File: src/rtl/root_pkg.sv
// Shared definitions for the eighth-root decoder.
//
// Contents:
//   root_state_t      FSM states (IDLE, ROOT)
//   IN_W / OUT_W      radicand and result widths (32 / 4)
//   ROOT_W            width of the first-stage square root (16)
//   REM_W             working remainder / trial width (18)
//   STAGEn_ITERS      iterations per square-root stage (16 / 8 / 4)
//   LATENCY           total iterations from accept to result (28)
//   stage_last_count  iteration counter load value for a given stage
package root_pkg;

   typedef enum logic {
      IDLE = 1'b0,
      ROOT = 1'b1
   } root_state_t;

   localparam int IN_W         = 32;
   localparam int OUT_W        = 4;
   localparam int ROOT_W       = IN_W / 2;
   localparam int REM_W        = 18;
   localparam int STAGE0_ITERS = 16;
   localparam int STAGE1_ITERS = 8;
   localparam int STAGE2_ITERS = 4;
   localparam int LATENCY      = STAGE0_ITERS + STAGE1_ITERS + STAGE2_ITERS;

   // Counter counts down to zero, so a stage of n iterations loads n-1.
   function automatic logic [3:0] stage_last_count(input logic [1:0] stage);
      case (stage)
         2'd0:    stage_last_count = 4'(STAGE0_ITERS - 1);
         2'd1:    stage_last_count = 4'(STAGE1_ITERS - 1);
         default: stage_last_count = 4'(STAGE2_ITERS - 1);
      endcase
   endfunction

endpackage

File: src/rtl/isqrt_step.sv
// One digit of a restoring digit-by-digit integer square root (combinational).
//
// Ports:
//   rem        in  REM_W   current partial remainder
//   root       in  ROOT_W  root bits produced so far
//   bits       in  2       next two radicand bits (MSB first)
//   rem_next   out REM_W   remainder after this digit
//   root_next  out ROOT_W  root with the new bit appended
module isqrt_step
   import root_pkg::*;
(
   input  logic [REM_W-1:0]  rem,
   input  logic [ROOT_W-1:0] root,
   input  logic [1:0]        bits,
   output logic [REM_W-1:0]  rem_next,
   output logic [ROOT_W-1:0] root_next
);

   // Two spare bits so neither the shift nor the trial can overflow
   // before the compare; the result always fits back into REM_W.
   logic [REM_W+1:0] rem_sh;
   logic [REM_W+1:0] trial;
   logic             take;

   always_comb begin
      rem_sh    = {rem, bits};
      trial     = {{(REM_W - ROOT_W){1'b0}}, root, 2'b01};
      take      = (rem_sh >= trial);
      rem_next  = take ? REM_W'(rem_sh - trial) : REM_W'(rem_sh);
      root_next = {root[ROOT_W-2:0], take};
   end

endmodule

File: src/rtl/eighth_root_decoder.sv
// Eighth-root decoder: floor(x^(1/8)) of a 32-bit value, computed as three
// chained integer square roots (32->16->8->4 bits), one root bit per clock.
//
// Ports:
//   clock      in  1      rising-edge clock
//   reset      in  1      asynchronous, active-low reset
//   i_value    in  32     radicand, sampled on accept
//   i_valid    in  1      input qualifier
//   i_ready    out 1      high while idle
//   o_value    out 4      floor 8th root, held until the next result
//   o_valid    out 1      one-cycle pulse when o_value / o_exact update
//   o_exact    out 1      input was a perfect 8th power
//   state_dbg  out 1      current FSM state
//
// Handshake: a value is accepted on a rising edge where i_valid && i_ready.
// i_valid while busy is ignored (no queueing). o_valid has no backpressure.
//
// Configuration: define EIGHTH_ROOT_EXACT_EN to build the exactness tracking;
// without it o_exact is constant 0 and the result timing is unchanged.
module eighth_root_decoder
   import root_pkg::*;
(
   input  logic             clock,
   input  logic             reset,
   input  logic [IN_W-1:0]  i_value,
   input  logic             i_valid,
   output logic             i_ready,
   output logic [OUT_W-1:0] o_value,
   output logic             o_valid,
   output logic             o_exact,
   output root_state_t      state_dbg
);

   root_state_t       state_q, state_d;
   logic [IN_W-1:0]   radicand_q, radicand_d;
   logic [REM_W-1:0]  rem_q, rem_d;
   logic [ROOT_W-1:0] root_q, root_d;
   logic [1:0]        stage_q, stage_d;
   logic [3:0]        count_q, count_d;
   logic [OUT_W-1:0]  o_value_q, o_value_d;
   logic              o_valid_q, o_valid_d;

   logic [REM_W-1:0]  step_rem;
   logic [ROOT_W-1:0] step_root;

`ifdef EIGHTH_ROOT_EXACT_EN
   // Sticky: some earlier stage left a nonzero remainder.
   logic nz_q, nz_d;
   logic o_exact_q, o_exact_d;
`endif

   isqrt_step u_step (
      .rem       (rem_q),
      .root      (root_q),
      .bits      (radicand_q[IN_W-1:IN_W-2]),
      .rem_next  (step_rem),
      .root_next (step_root)
   );

   always_comb begin
      state_d    = state_q;
      radicand_d = radicand_q;
      rem_d      = rem_q;
      root_d     = root_q;
      stage_d    = stage_q;
      count_d    = count_q;
      o_value_d  = o_value_q;
      o_valid_d  = 1'b0;
`ifdef EIGHTH_ROOT_EXACT_EN
      nz_d       = nz_q;
      o_exact_d  = o_exact_q;
`endif

      case (state_q)
         IDLE: begin
            if (i_valid) begin
               radicand_d = i_value;
               rem_d      = '0;
               root_d     = '0;
               stage_d    = 2'd0;
               count_d    = stage_last_count(2'd0);
               state_d    = ROOT;
`ifdef EIGHTH_ROOT_EXACT_EN
               nz_d       = 1'b0;
`endif
            end
         end

         ROOT: begin
            rem_d      = step_rem;
            root_d     = step_root;
            radicand_d = radicand_q << 2;
            count_d    = count_q - 4'd1;

            if (count_q == 4'd0) begin
               // Stage boundary: the root just produced becomes the next
               // radicand, left-aligned so its MSBs are consumed first.
               rem_d  = '0;
               root_d = '0;
`ifdef EIGHTH_ROOT_EXACT_EN
               nz_d   = nz_q | (step_rem != '0);
`endif
               case (stage_q)
                  2'd0: begin
                     radicand_d = {step_root, {(IN_W - ROOT_W){1'b0}}};
                     stage_d    = 2'd1;
                     count_d    = stage_last_count(2'd1);
                  end
                  2'd1: begin
                     radicand_d = {step_root[7:0], 24'd0};
                     stage_d    = 2'd2;
                     count_d    = stage_last_count(2'd2);
                  end
                  default: begin
                     o_value_d = step_root[OUT_W-1:0];
                     o_valid_d = 1'b1;
                     state_d   = IDLE;
`ifdef EIGHTH_ROOT_EXACT_EN
                     o_exact_d = !(nz_q || (step_rem != '0));
`endif
                  end
               endcase
            end
         end

         default: state_d = IDLE;
      endcase
   end

   always_ff @(posedge clock or negedge reset) begin
      if (!reset) begin
         state_q    <= IDLE;
         radicand_q <= '0;
         rem_q      <= '0;
         root_q     <= '0;
         stage_q    <= '0;
         count_q    <= '0;
         o_value_q  <= '0;
         o_valid_q  <= 1'b0;
`ifdef EIGHTH_ROOT_EXACT_EN
         nz_q       <= 1'b0;
         o_exact_q  <= 1'b0;
`endif
      end else begin
         state_q    <= state_d;
         radicand_q <= radicand_d;
         rem_q      <= rem_d;
         root_q     <= root_d;
         stage_q    <= stage_d;
         count_q    <= count_d;
         o_value_q  <= o_value_d;
         o_valid_q  <= o_valid_d;
`ifdef EIGHTH_ROOT_EXACT_EN
         nz_q       <= nz_d;
         o_exact_q  <= o_exact_d;
`endif
      end
   end

   assign i_ready   = (state_q == IDLE);
   assign o_value   = o_value_q;
   assign o_valid   = o_valid_q;
   assign state_dbg = state_q;
`ifdef EIGHTH_ROOT_EXACT_EN
   assign o_exact   = o_exact_q;
`else
   assign o_exact   = 1'b0;
`endif

endmodule

File: config.mk
export PLATFORM = sky130hd
export DESIGN_NAME = eighth_root_decoder
export DESIGN_NICKNAME = d
export VERILOG_FILES = /design/src/rtl/root_pkg.sv /design/src/rtl/isqrt_step.sv /design/src/rtl/eighth_root_decoder.sv
export SDC_FILE = /design/constraint.sdc
export NUM_CORES = 1
export LEC_CHECK = 0
export CORE_UTILIZATION = 52
export DETAILED_ROUTE_END_ITERATION = 10
export HOLD_SLACK_MARGIN = 0.15
export PLACE_DENSITY = 0.77
export SLEW_MARGIN = 20
export SYNTH_ARGS = -nofsm -noshare
export SYNTH_HDL_FRONTEND = slang
export SYNTH_SLANG_ARGS = --single-unit
File: constraint.sdc
create_clock -name clock -period 2.2 [get_ports clock]
set_input_delay 0.44 -clock clock [delete_from_list [all_inputs] [get_ports clock]]
set_output_delay 0.44 -clock clock [all_outputs]
set_load 0.01 [all_outputs]
# After elaboration in Yosys (flattened, before gate mapping)
# Cells that the tools add are included.
totals:
  ff_bits: 78
  input_bits: 35
  out_inout_bits: 8
  elab_cells: 48
classes:
  add_sub_neg: 2
  n_lt_le_gt_ge: 1
  n_eq_ne: 4
  n_mux: 26
  n_bitwise: 2
  n_reduce_logical: 5
ops:
  columns: ["op", "count"]
  rows:
  - ["$pmux 32 s2", 2]
  - ["$mux 32", 2]
  - ["$mux 18", 3]
  - ["$pmux 18 s2", 1]
  - ["$mux 16", 2]
  - ["$pmux 16 s2", 1]
  - ["$ge 20x18->1", 1]
  - ["$sub 18x18->18", 1]
  - ["$pmux 4 s2", 2]
  - ["$mux 4", 2]
  - ["$pmux 2 s2", 2]
  - ["$mux 1", 6]
  - ["$reduce_and 3->1", 2]
  - ["$logic_not 4->1", 1]
  - ["$mux 2", 2]
  - ["$sub 4x1->4 const B", 1]
  - ["$ne 3x1->1 const B", 1]
  - ["$eq 2x1->1 const B", 1]
  - ["$logic_not 2->1", 1]
  - ["$ne 2x1->1 const B", 1]
  - ["$ne 2x2->1 const B", 1]
  - ["$not 1->1", 2]
  - ["$pmux 1 s2", 1]
  - ["$reduce_or 2->1", 1]

# Longest topological paths before layout
# Gate-level depths: netlist (run 1).
logic_depth:
  ltp_word: 5
  mapped_depth: 12
  depth_no_buf: 9

# Modules after synthesis
# From an unflattened synthesis (run 1), not the netlist that was laid out.
unflattened:
  cells_unflattened: 481
  area_unflattened_um2: 4898.4
by_module_without_submodules:
  columns: ["module", "instances", "cells_each", "area_each_um2", "seq_area_each_um2"]
  rows:
  - ["eighth_root_decoder", 1, 287, 3460.8, 1951.9]
  - ["isqrt_step", 1, 194, 1437.6, 0.0]

# Worst setup path before layout (run 1)
# No wires, ideal clock.
synth_path:
  path_kind: "register to register"
  start: "register root_q[2]"
  end: "register rem_q[3]"
  setup_ns: 0.141
  arrival_ns: 2.223
  t_required_ns: 2.059
  path_slack_ns: -0.164
  stages_incl_launch_ff: 12
  path_buffers: 2
  period_less_slack_ns: 2.364
  cell_sequence: "dfrtp_1 > inv_1 > ha_1 > a21o_1 > a21oi_1 > a31oi_4 > a31oi_4 > o211a_1 > buf_6 > buf_6 > mux2i_1 > o22ai_1"
synth_via:
  elab_chain_len: 4
synth_lines:
  columns: ["item", "line_no", "text"]
  rows:
  - ["start: declaration", "eighth_root_decoder.sv:37", "logic [ROOT_W-1:0] root_q, root_d;"]
  - ["start signal: assignment", "eighth_root_decoder.sv:148", "root_q <= root_d;"]
  - ["$ge 20x18->1", "isqrt_step.sv:28", "take = (rem_sh >= trial);"]
  - ["$mux 18", "isqrt_step.sv:29", "rem_next = take ? REM_W'(rem_sh - trial) : REM_W'(rem_sh);"]
  - ["$mux 18", "eighth_root_decoder.sv:95", "if (count_q == 4'd0) begin"]
  - ["$pmux 18 s2", "eighth_root_decoder.sv:74", "case (state_q)"]
  - ["end signal: assignment", "eighth_root_decoder.sv:147", "rem_q <= rem_d;"]
  - ["end: declaration", "eighth_root_decoder.sv:36", "logic [REM_W-1:0] rem_q, rem_d;"]
# No other way between the ends.
# A chain may end at the register's enable or synchronous reset.

# Final worst setup path (run 1)
layout_path:
  start: "register radicand_q[30]"
  end: "register rem_q[17]"
layout_via:
  elab_chain_len: 4
  word_cells_on_any_way: 5
  classes_between: "add/sub (1); order compare (1); mux (3)"
layout_lines:
  columns: ["item", "line_no", "text"]
  rows:
  - ["start: declaration", "eighth_root_decoder.sv:35", "logic [IN_W-1:0] radicand_q, radicand_d;"]
  - ["start signal: assignment", "eighth_root_decoder.sv:146", "radicand_q <= radicand_d;"]
  - ["$sub 18x18->18 or $ge 20x18->1 (tied branches)", "isqrt_step.sv:29, isqrt_step.sv:28", null]
  - ["$mux 18 (*)", "isqrt_step.sv:29", null]
  - ["$mux 18 (*)", "eighth_root_decoder.sv:95", null]
  - ["$pmux 18 s2 (*)", "eighth_root_decoder.sv:74", null]
# Mark *: on every way between the ends. The rest lies on a longest branch, timed or not.

==> results by stage, run 1 <==
CTS:
- Buffers inserted during clock tree synthesis total 9.
- The longest clock path from root to sink contains 2 buffers.
- The H-tree depth is 3.
- The later pin in the worst-skew pair is clocked with a latency of roughly 0.36 ns.
- The clock drives 78 sinks.
- The master cell of the clock root buffer is sky130_fd_sc_hd__clkbuf_8.
- Clock-pin slew was measured on the worst setup and hold paths at 0.09 ns.
- TritonCTS built the clock tree.

Run:
- The tool flagged a number of max-cap violations equal to 0.

STA:
- Setup repair after global routing could not meet its margin everywhere.
- Static timing analysis puts the maximum clock frequency at 0.424 GHz.
- The share of the cycle needed by the critical path after routing is 107%.
- The measured slew at the worst slew-check pin is roughly 0.59 ns.
- Setup violations remaining at the end of the flow were counted as 17.
- The worst hold margin is 0.510 ns.
- The clock tree skew after final layout is between 0.01 and 0.015 ns.
- In the post-route analysis, the smallest setup slack over all paths is -0.160 ns.
- The clock period minus final worst setup slack is 2.36 ns.
- The max-slew violation count was 0.
- The number of hold violations in the final report is 0.
- In the final timing run, aggregate negative setup slack is -1.60 ns.
- The max-slew headroom at the worst pin is 60.6%.

Die:
- The number of placement rows is 33.
- The number of top-level pins is 43.
- The region available for standard cell placement spans roughly 8200 um^2.
- The width of the chip is about 94 um.
- The die area is 8830 um^2.
- Measured along the y axis, the die boundary spans 94.0 um.
- For this configuration, the core starts out at a cell density of 53.5%.

Critical path:
- STA puts the critical path data arrival time at 2.60 ns.
- Traced cell by cell, the critical path runs through buf_4 -> buf_4 -> o21a_1 -> or4_4 -> a31oi_4 -> o21ai_2 -> a221oi_2 -> or4_4 -> nand3_2.
- The category of the worst setup path capture point is a flop.
- The largest individual stage delay along the critical path comes from the cell sky130_fd_sc_hd__or4_4.
- The kind of critical path is reg -> reg.
- For this run, the slowest stage of the critical path takes about 0.44 ns.
- The data required time at the worst endpoint is 2.44 ns.
- The largest fanout of any net on the critical path is 4.
- In this design, the largest share of critical-path delay is due to compound AO/OA/AOI/OAI gates.
- The startpoint class of the critical path is a flop.
- Counting both buffers and inverters, the worst setup path holds a total of 2.

Power and ir drop:
- Dividing total power by cell area gives a power density of around 1900 nW/um^2.
- In this run the power spent charging and discharging nets is 5.03 mW.
- The cell-internal power is 6.95 mW.
- The sequential cell fraction of total power is a little over a fifth.
- VDD sags by at most 1310 uV.
- Overall power consumption after layout is estimated at about 12 mW.
- The proportion of power drawn by the clock network is 9.6%.
- Of the total power, combinational logic draws 69.0%.
- For this design the static power due to leakage is 2.87 nW.
- The switching share of power is roughly two fifths.

Place:
- Including well taps, the total number of placed cells is 696.
- The final weighted congestion in routability-driven placement is 0.982.
- The number of port buffers is 41.
- Once detailed placement completed, the half-perimeter wirelength came to 8660 um.
- Before CTS, the worst setup slack after placement is -0.239 ns.
- Summing all placed instances gives a cell area of 5630 um^2.

Outcome:
- The final reports fail on negative setup slack.
- The flow ran to the end, but the final reports show violations.

Synthesis:
- The synthesized area divided by synthesized cell count is 9.03 um^2.
- The synthesized flop and latch total is 78.
- The count of warnings emitted by yosys is 0.
- The net count after synthesis is 541.
- Of the synthesized area, sequential elements account for 44.4%.
- Of all flip-flops after synthesis, the portion carrying an async set or reset was 100%.
- Counting flops with a built-in enable in the synthesized netlist gives 0.
- The number of cells produced by synthesis is 487.
- The leading register cell type out of synthesis is sky130_fd_sc_hd__dfrtp_1.
- After synthesis the cells add up to ~4400 um^2.
- The number of different library cells used by synthesis comes to 53.

Global routing:
- The number of global-route vias before repair is 4000.
- In the global route stage, overall resource usage came out at 29.1%.
- Entering global routing, the biggest net connects 46 pins.
- The initial antenna violation count came to 0.
- The global-route wire length before repair is 19600 um.
- The total overflow reported by the global router is 0.

Finish:
- Compared with the post-synthesis result, the final layout area differs by 42.6%.
- The finished layout holds 727 standard cells, fillers aside.
- The most common cell after layout, fill and taps aside is sky130_fd_sc_hd__buf_4.
- For this run, the share of the core covered by cells in the final layout is 76.3%.
- The cell area after layout is around 6300 um^2.
- The number of antenna diodes in the final layout is 0.
- The count of nets after finishing is 671.
- The top cell types in the final layout, fill and taps aside, are 94 x sky130_fd_sc_hd__buf_4, 78 x sky130_fd_sc_hd__dfrtp_1, 62 x sky130_fd_sc_hd__nor2_1.
- The fraction of layout instances using a drive strength above 1 is between 30 and 40%.

Min path:
- The min-delay analysis places its worst path in the category reg -> reg.

Routing:
- In the routed layout, each cell is associated on average with a via count of 5.86.
- The total DRC errors in the routed layout is 0.
- The count of nets left with antenna violations once routing finished came out at 0.
- The routed wire length is 13000 um.
- Dividing the detail-routed wire length by the instance count gives 17.9 um.
- The pre-antenna-repair detailed-routing pass consisted of 5 iterations.
- The routed layout has between 4k and 5k vias.
- The detailed router finished its first iteration with 355 violations.
final cells by class:
class                   count  area [um^2]
inverters                  45          169
well taps                 105          131
clock inverters             7         80.1
multi-input cells         335         2520
clock buffers               9          124
fillers                   572         1950
flip-flops and latches     78         1950
repair buffers            148         1290
cell families after synthesis:
kind of cell    synth area share, %
compound gates                 24.0
simple gates                   13.2
flops                          44.4
buf+inv                        6.83
fa+ha+maj                      5.41
mux                            3.53
xor+xnor                       2.59
other cells                  0.0853
sequential cells by signal, summed over array words and instances, names as in the netlist:
register and flops:
o_value 4, root_q 16, radicand_q 32, o_valid 1, count_q 4, state_dbg 1
rem_q 18, stage_q 2
worst paths after layout:
check                                from             to  slack (ns)  cells after the start
min reg2reg                 radicand_q[9]  radicand_q[9]        0.51                      2
max reg2reg                radicand_q[30]      rem_q[17]       -0.16                      9
min in group asynchronous           reset     o_value[0]        0.56                      2
max                        radicand_q[30]      rem_q[17]       -0.16                      9
max in group asynchronous           reset       rem_q[2]        1.03                      3
min                         radicand_q[9]  radicand_q[9]        0.51                      2
power groups by stage:
stage | sequential [mW] | combinational, mW | clock (mW)
2_1_floorplan | 2.48 | 4.16 | 0
3_3_place_gp | 2.50 | 6.51 | 0
3_5_place_dp | 2.54 | 6.69 | 0
4_1_cts | 2.52 | 7.25 | 1.15
5_1_grt | 2.63 | 8.93 | 1.23
6_report | 2.56 | 8.26 | 1.15
Yosys cell counts (4+ instances only):
cell type	instances	area share (%)
sky130_fd_sc_hd__nor2_1	63	5.4
sky130_fd_sc_hd__mux2_2	4	1.0
sky130_fd_sc_hd__clkbuf_1	22	1.9
sky130_fd_sc_hd__inv_1	45	3.8
sky130_fd_sc_hd__dfrtp_1	78	44
sky130_fd_sc_hd__a21o_1	5	0.85
sky130_fd_sc_hd__ha_1	19	5.4
sky130_fd_sc_hd__nand2_1	25	2.1
sky130_fd_sc_hd__xnor2_1	11	2.2
sky130_fd_sc_hd__a21oi_1	47	5.3
sky130_fd_sc_hd__o21ai_0	33	3.8
sky130_fd_sc_hd__or4_1	4	0.68
sky130_fd_sc_hd__a22oi_1	7	1.2
sky130_fd_sc_hd__nor2b_1	4	0.57
sky130_fd_sc_hd__o22ai_1	23	3.3
sky130_fd_sc_hd__a221oi_1	16	3.2
sky130_fd_sc_hd__mux2i_1	11	2.5
sky130_fd_sc_hd__nor3_1	4	0.46
sky130_fd_sc_hd__nand3_1	5	0.57
sky130_fd_sc_hd__nand2b_1	5	0.71
sky130_fd_sc_hd__a32oi_1	7	1.4
worst min-delay path, stage by stage, from the launching register on:
cell and delay (ns):
sky130_fd_sc_hd__dfrtp_1 0.35, sky130_fd_sc_hd__nor2_1 0.05, sky130_fd_sc_hd__nor2_1 0.07
repair_timing:
item	CTS	global route
buffers inserted	7	7
gates resized for setup	32	42
hold buffers	1	0
hold endpoints to repair	33	0
endpoints found under the setup margin	30	27
pin swaps	7	10
per-layer routing:
metal,up-vias,global-route usage (%),wire length [um]
met5,-,0,0
met4,0,11.7,281
met3,23,4.05,533
met2,134,45.9,6540
met1,2113,40.4,5670
li1,1990,-,-
No activity file was read; power rests on OpenSTA's default activity.
==> run 2, diff against run 1 <==
--- a/config.mk
+++ b/config.mk
@@ -9,6 +9,7 @@
 export DETAILED_ROUTE_END_ITERATION = 10
 export HOLD_SLACK_MARGIN = 0.15
 export PLACE_DENSITY = 0.77
+export RECOVER_POWER = 100
 export SLEW_MARGIN = 20
 export SYNTH_ARGS = -nofsm -noshare
 export SYNTH_HDL_FRONTEND = slang
==> run 2 against run 1 <==
Net effect:
- the flow still finishes with violations (negative setup slack)
- global-route usage stayed put
- core utilization is 0.49 points lower
- routed wire length is 0.15% lower
- first-iteration DRC count is 15% lower
- sequential cell count stayed put
- critical endpoint is now rem_q[1]
- power is 0.40% lower
- worst setup slack worse by 0.0090 ns
- via count is 0.12% higher
- sequential power hardly changed
- highest routed layer unchanged
- die area stayed put
- clock power hardly changed
- critical path depth is 2 higher
==> results by stage, run 2 (synthesis gave the netlist of run 1 again) <==
Routing:
- The routed wire length is about 13000 um.
- The detail route stage leaves a number of antenna-violating nets equal to 0.
- The total number of vias is 4265.
- Dividing the detail-routed via count by the number of cells gives between 5 and 6.
- Before antenna repair, the detailed router went through 5 iterations.
- The wire length the detailed router placed on met1 is 5670 um.
- The met2 routed wirelength is 6460 um.
- Detailed routing placed a total of 546 um of wire on met3.
- The first-iteration detailed-routing DRC count is 302.
- The per-cell routed wire length is 17.9 um.
- For this run, design rule violations remaining after detail routing come to 0.
- In this run the top signal layer used is met4.

Power and ir drop:
- The internal power of the cells totals 6.91 mW.
- The power density over the cells is 1910 nW/um^2.
- Combinational logic is responsible for 68.9% of the overall power.
- The sequential cell fraction of total power is 21.4%.
- The proportion of power drawn by the clock network is about a tenth.
- The worst-case IR drop observed on VDD is 1330 uV.
- The static power due to leakage is roughly 2.9 nW.
- The switching power is 5.02 mW.
- Net switching is 42.1% of the power.

STA:
- The worst hold margin is 0.509 ns.
- The achievable clock frequency is 0.422 GHz.
- The max-slew headroom at the worst pin is 39.8%.
- The worst path uses 108% of the clock period.
- The max-slew violation count is 0.
- The number of hold violations in the final report is 0.
- The number of endpoints failing setup at the final stage is 21.
- Setup repair after global routing could not meet its margin everywhere.
- The final worst-path setup slack is -0.169 ns.
- Counting I/O delays and the setup requirement, the final critical path takes 2.37 ns.
- At the pin with the least slew margin, the transition time is 0.904 ns.
- The clock tree skew after final layout is roughly 0.011 ns.

Global routing:
- The total overflow reported by the global router is 0.
- The number of global-route vias before repair was 4000.
- The global-route wire length before repair is 19600 um.
- The pin count of the biggest net entering global routing is 46.
- The initial antenna violation count is 0.
- Global routing consumed, over all layers together, 29.1% of the routing resources.

Finish:
- In the final layout, the registers with the most flip-flops are radicand_q: 32 flops, rem_q: 18 flops, root_q: 16 flops.
- Summing all multi-input logic gate instances after layout gives 2510 um^2.
- In the layout the commonest cells are 87 x sky130_fd_sc_hd__buf_4, 78 x sky130_fd_sc_hd__dfrtp_1, 62 x sky130_fd_sc_hd__nor2_1.
- 0 antenna diodes ended up in the layout.
- Compared with the post-synthesis result, the final layout area differs by 41.7%.
- The most common cell after layout, fill and taps aside is sky130_fd_sc_hd__buf_4.
- The flip-flop count of the largest register, all copies and words added is 32.
- Counting flops per register, the top entry is radicand_q.
- The area of all sequential standard cells is 1950 um^2.
- The count of filler cells inserted in the layout is 581.
- Measured on the finished design, the core utilization comes to 75.8%.
- The count of nets after finishing is 671.
- The fraction of layout instances using a drive strength above 1 is 30.5%.
- The finished cells cover 6230 um^2.

CTS:
- Clock latency on the worst-skew pair, taken at its later pin, is between 0.3 and 0.4 ns.
- The H-tree depth is 3.
- The CTS clock-pin slew for the worst setup and hold paths is 0.09 ns.
- The number of buffers added by the clock tree synthesis step is 9.
- The total number of clock tree sinks is 78.
- TritonCTS built the clock tree.
- The cell sitting at the root of the clock tree is a sky130_fd_sc_hd__clkbuf_8.
- The deepest clock path buffer count is 2.

Critical path:
- For the worst setup path, the data required time is 2.49 ns.
- STA classifies the critical path endpoint as a flop.
- On the critical path, the stage with the largest delay is an instance of sky130_fd_sc_hd__dfrtp_1.
- The startpoint class of the critical path is a flop.
- At the worst endpoint, the arrival time is approximately 2.7 ns.
- In this run the worst path has a maximum fanout of 3.
- On the worst path, the slowest cell contributes a delay of 0.40 ns.
- The kind of critical path is reg -> reg.
- The critical path goes through inv_2 -> ha_4 -> and2b_2 -> o21bai_4 -> a31oi_4 -> a31oi_4 -> o211a_4 -> buf_6 -> buf_6 -> mux2_4 -> o21ai_2.

Place:
- At the end of routability-driven placement, the weighted congestion stood at 0.982.
- The wire-length estimate of the detail-placed layout is 8660 um.
- The number of port buffers is 41.
- The instance area after placement is between 5000 and 6000 um^2.

Die:
- The area of the core region is 8220 um^2.
- The floorplan has 33 rows.
- Measured along the x axis, the die boundary spans around 94 um.
- Once the floorplan was initialized, standard cells occupied 53.5% of the core.
- The die area is 8830 um^2.
- Measured along the y axis, the die boundary spans 94.0 um.
- The number of top-level pins is 43.

Min path:
- The tightest min-delay check is of the reg -> reg type.

Run:
- Max-cap violations in this run came to 0.

Outcome:
- The run finished, with violations left.
- The checks that failed: negative setup slack.
[run 2: power groups by stage]
stage / clock network (mW) / logic (mW) / registers [mW]
5_1_grt: 1.23 / 8.89 / 2.63
6_report: 1.15 / 8.22 / 2.56
3_3_place_gp: 0 / 6.51 / 2.50
3_5_place_dp: 0 / 6.69 / 2.54
2_1_floorplan: 0 / 4.16 / 2.48
4_1_cts: 1.15 / 7.25 / 2.52
[run 2: timing repair]
item | in CTS | in global routing
resized for setup | 32 | 42
buffers inserted | 7 | 7
pin swaps | 7 | 10
setup endpoints to repair | 30 | 27
hold buffers | 1 | 0
endpoints found under the hold margin | 33 | 0
[run 2: final cells by class]
cell class	instances	share of cell area (%)
repair buffers	148	20.2
inverters	45	2.71
multi-input cells	335	40.3
clock inverters	7	1.29
flip-flops and latches	78	31.3
well taps	105	2.11
clock buffers	9	1.99
[run 2: worst paths after layout]
path / startpoint / to / slack (ns) / cells past startpoint
worst max-delay path: root_q[0] / rem_q[1] / -0.17 / 11
worst min-delay path: o_value[2] / o_value[2] / 0.51 / 1
worst max register to register: root_q[0] / rem_q[1] / -0.17 / 11
worst min register to register: o_value[2] / o_value[2] / 0.51 / 1
max in group asynchronous: reset / rem_q[2] / 0.24 / 3
min in group asynchronous: reset / o_value[0] / 0.72 / 2
[run 2: critical path: cells and delay by family (launching register included)]
kind            cells  cell delay [ns]
flops               1             0.40
compound gates      5             0.84
simple gates        1             0.22
fa+ha+maj           1             0.21
buf+inv             3             0.30
mux                 1             0.32
[run 2: metrics by stage]
stage	TNS (ns)	instances	power, mW	worst slack, ns
3_5_place_dp	-1.94	696	9.23	-0.239
4_1_cts	-1.30	720	10.9	-0.158
5_1_grt	-5.32	727	12.7	-0.243
3_3_place_gp	-1.16	696	9.01	-0.202
6_report	-1.78	727	11.9	-0.169
2_1_floorplan	-0.0487	487	6.64	-0.0230
[run 2: per-layer routing]
layer  vias up  global-route usage, %
li1       1995                      -
met1      2105                   40.4
met2       135                   45.9
met3        30                   4.05
met4         0                   11.7
met5         -                      0
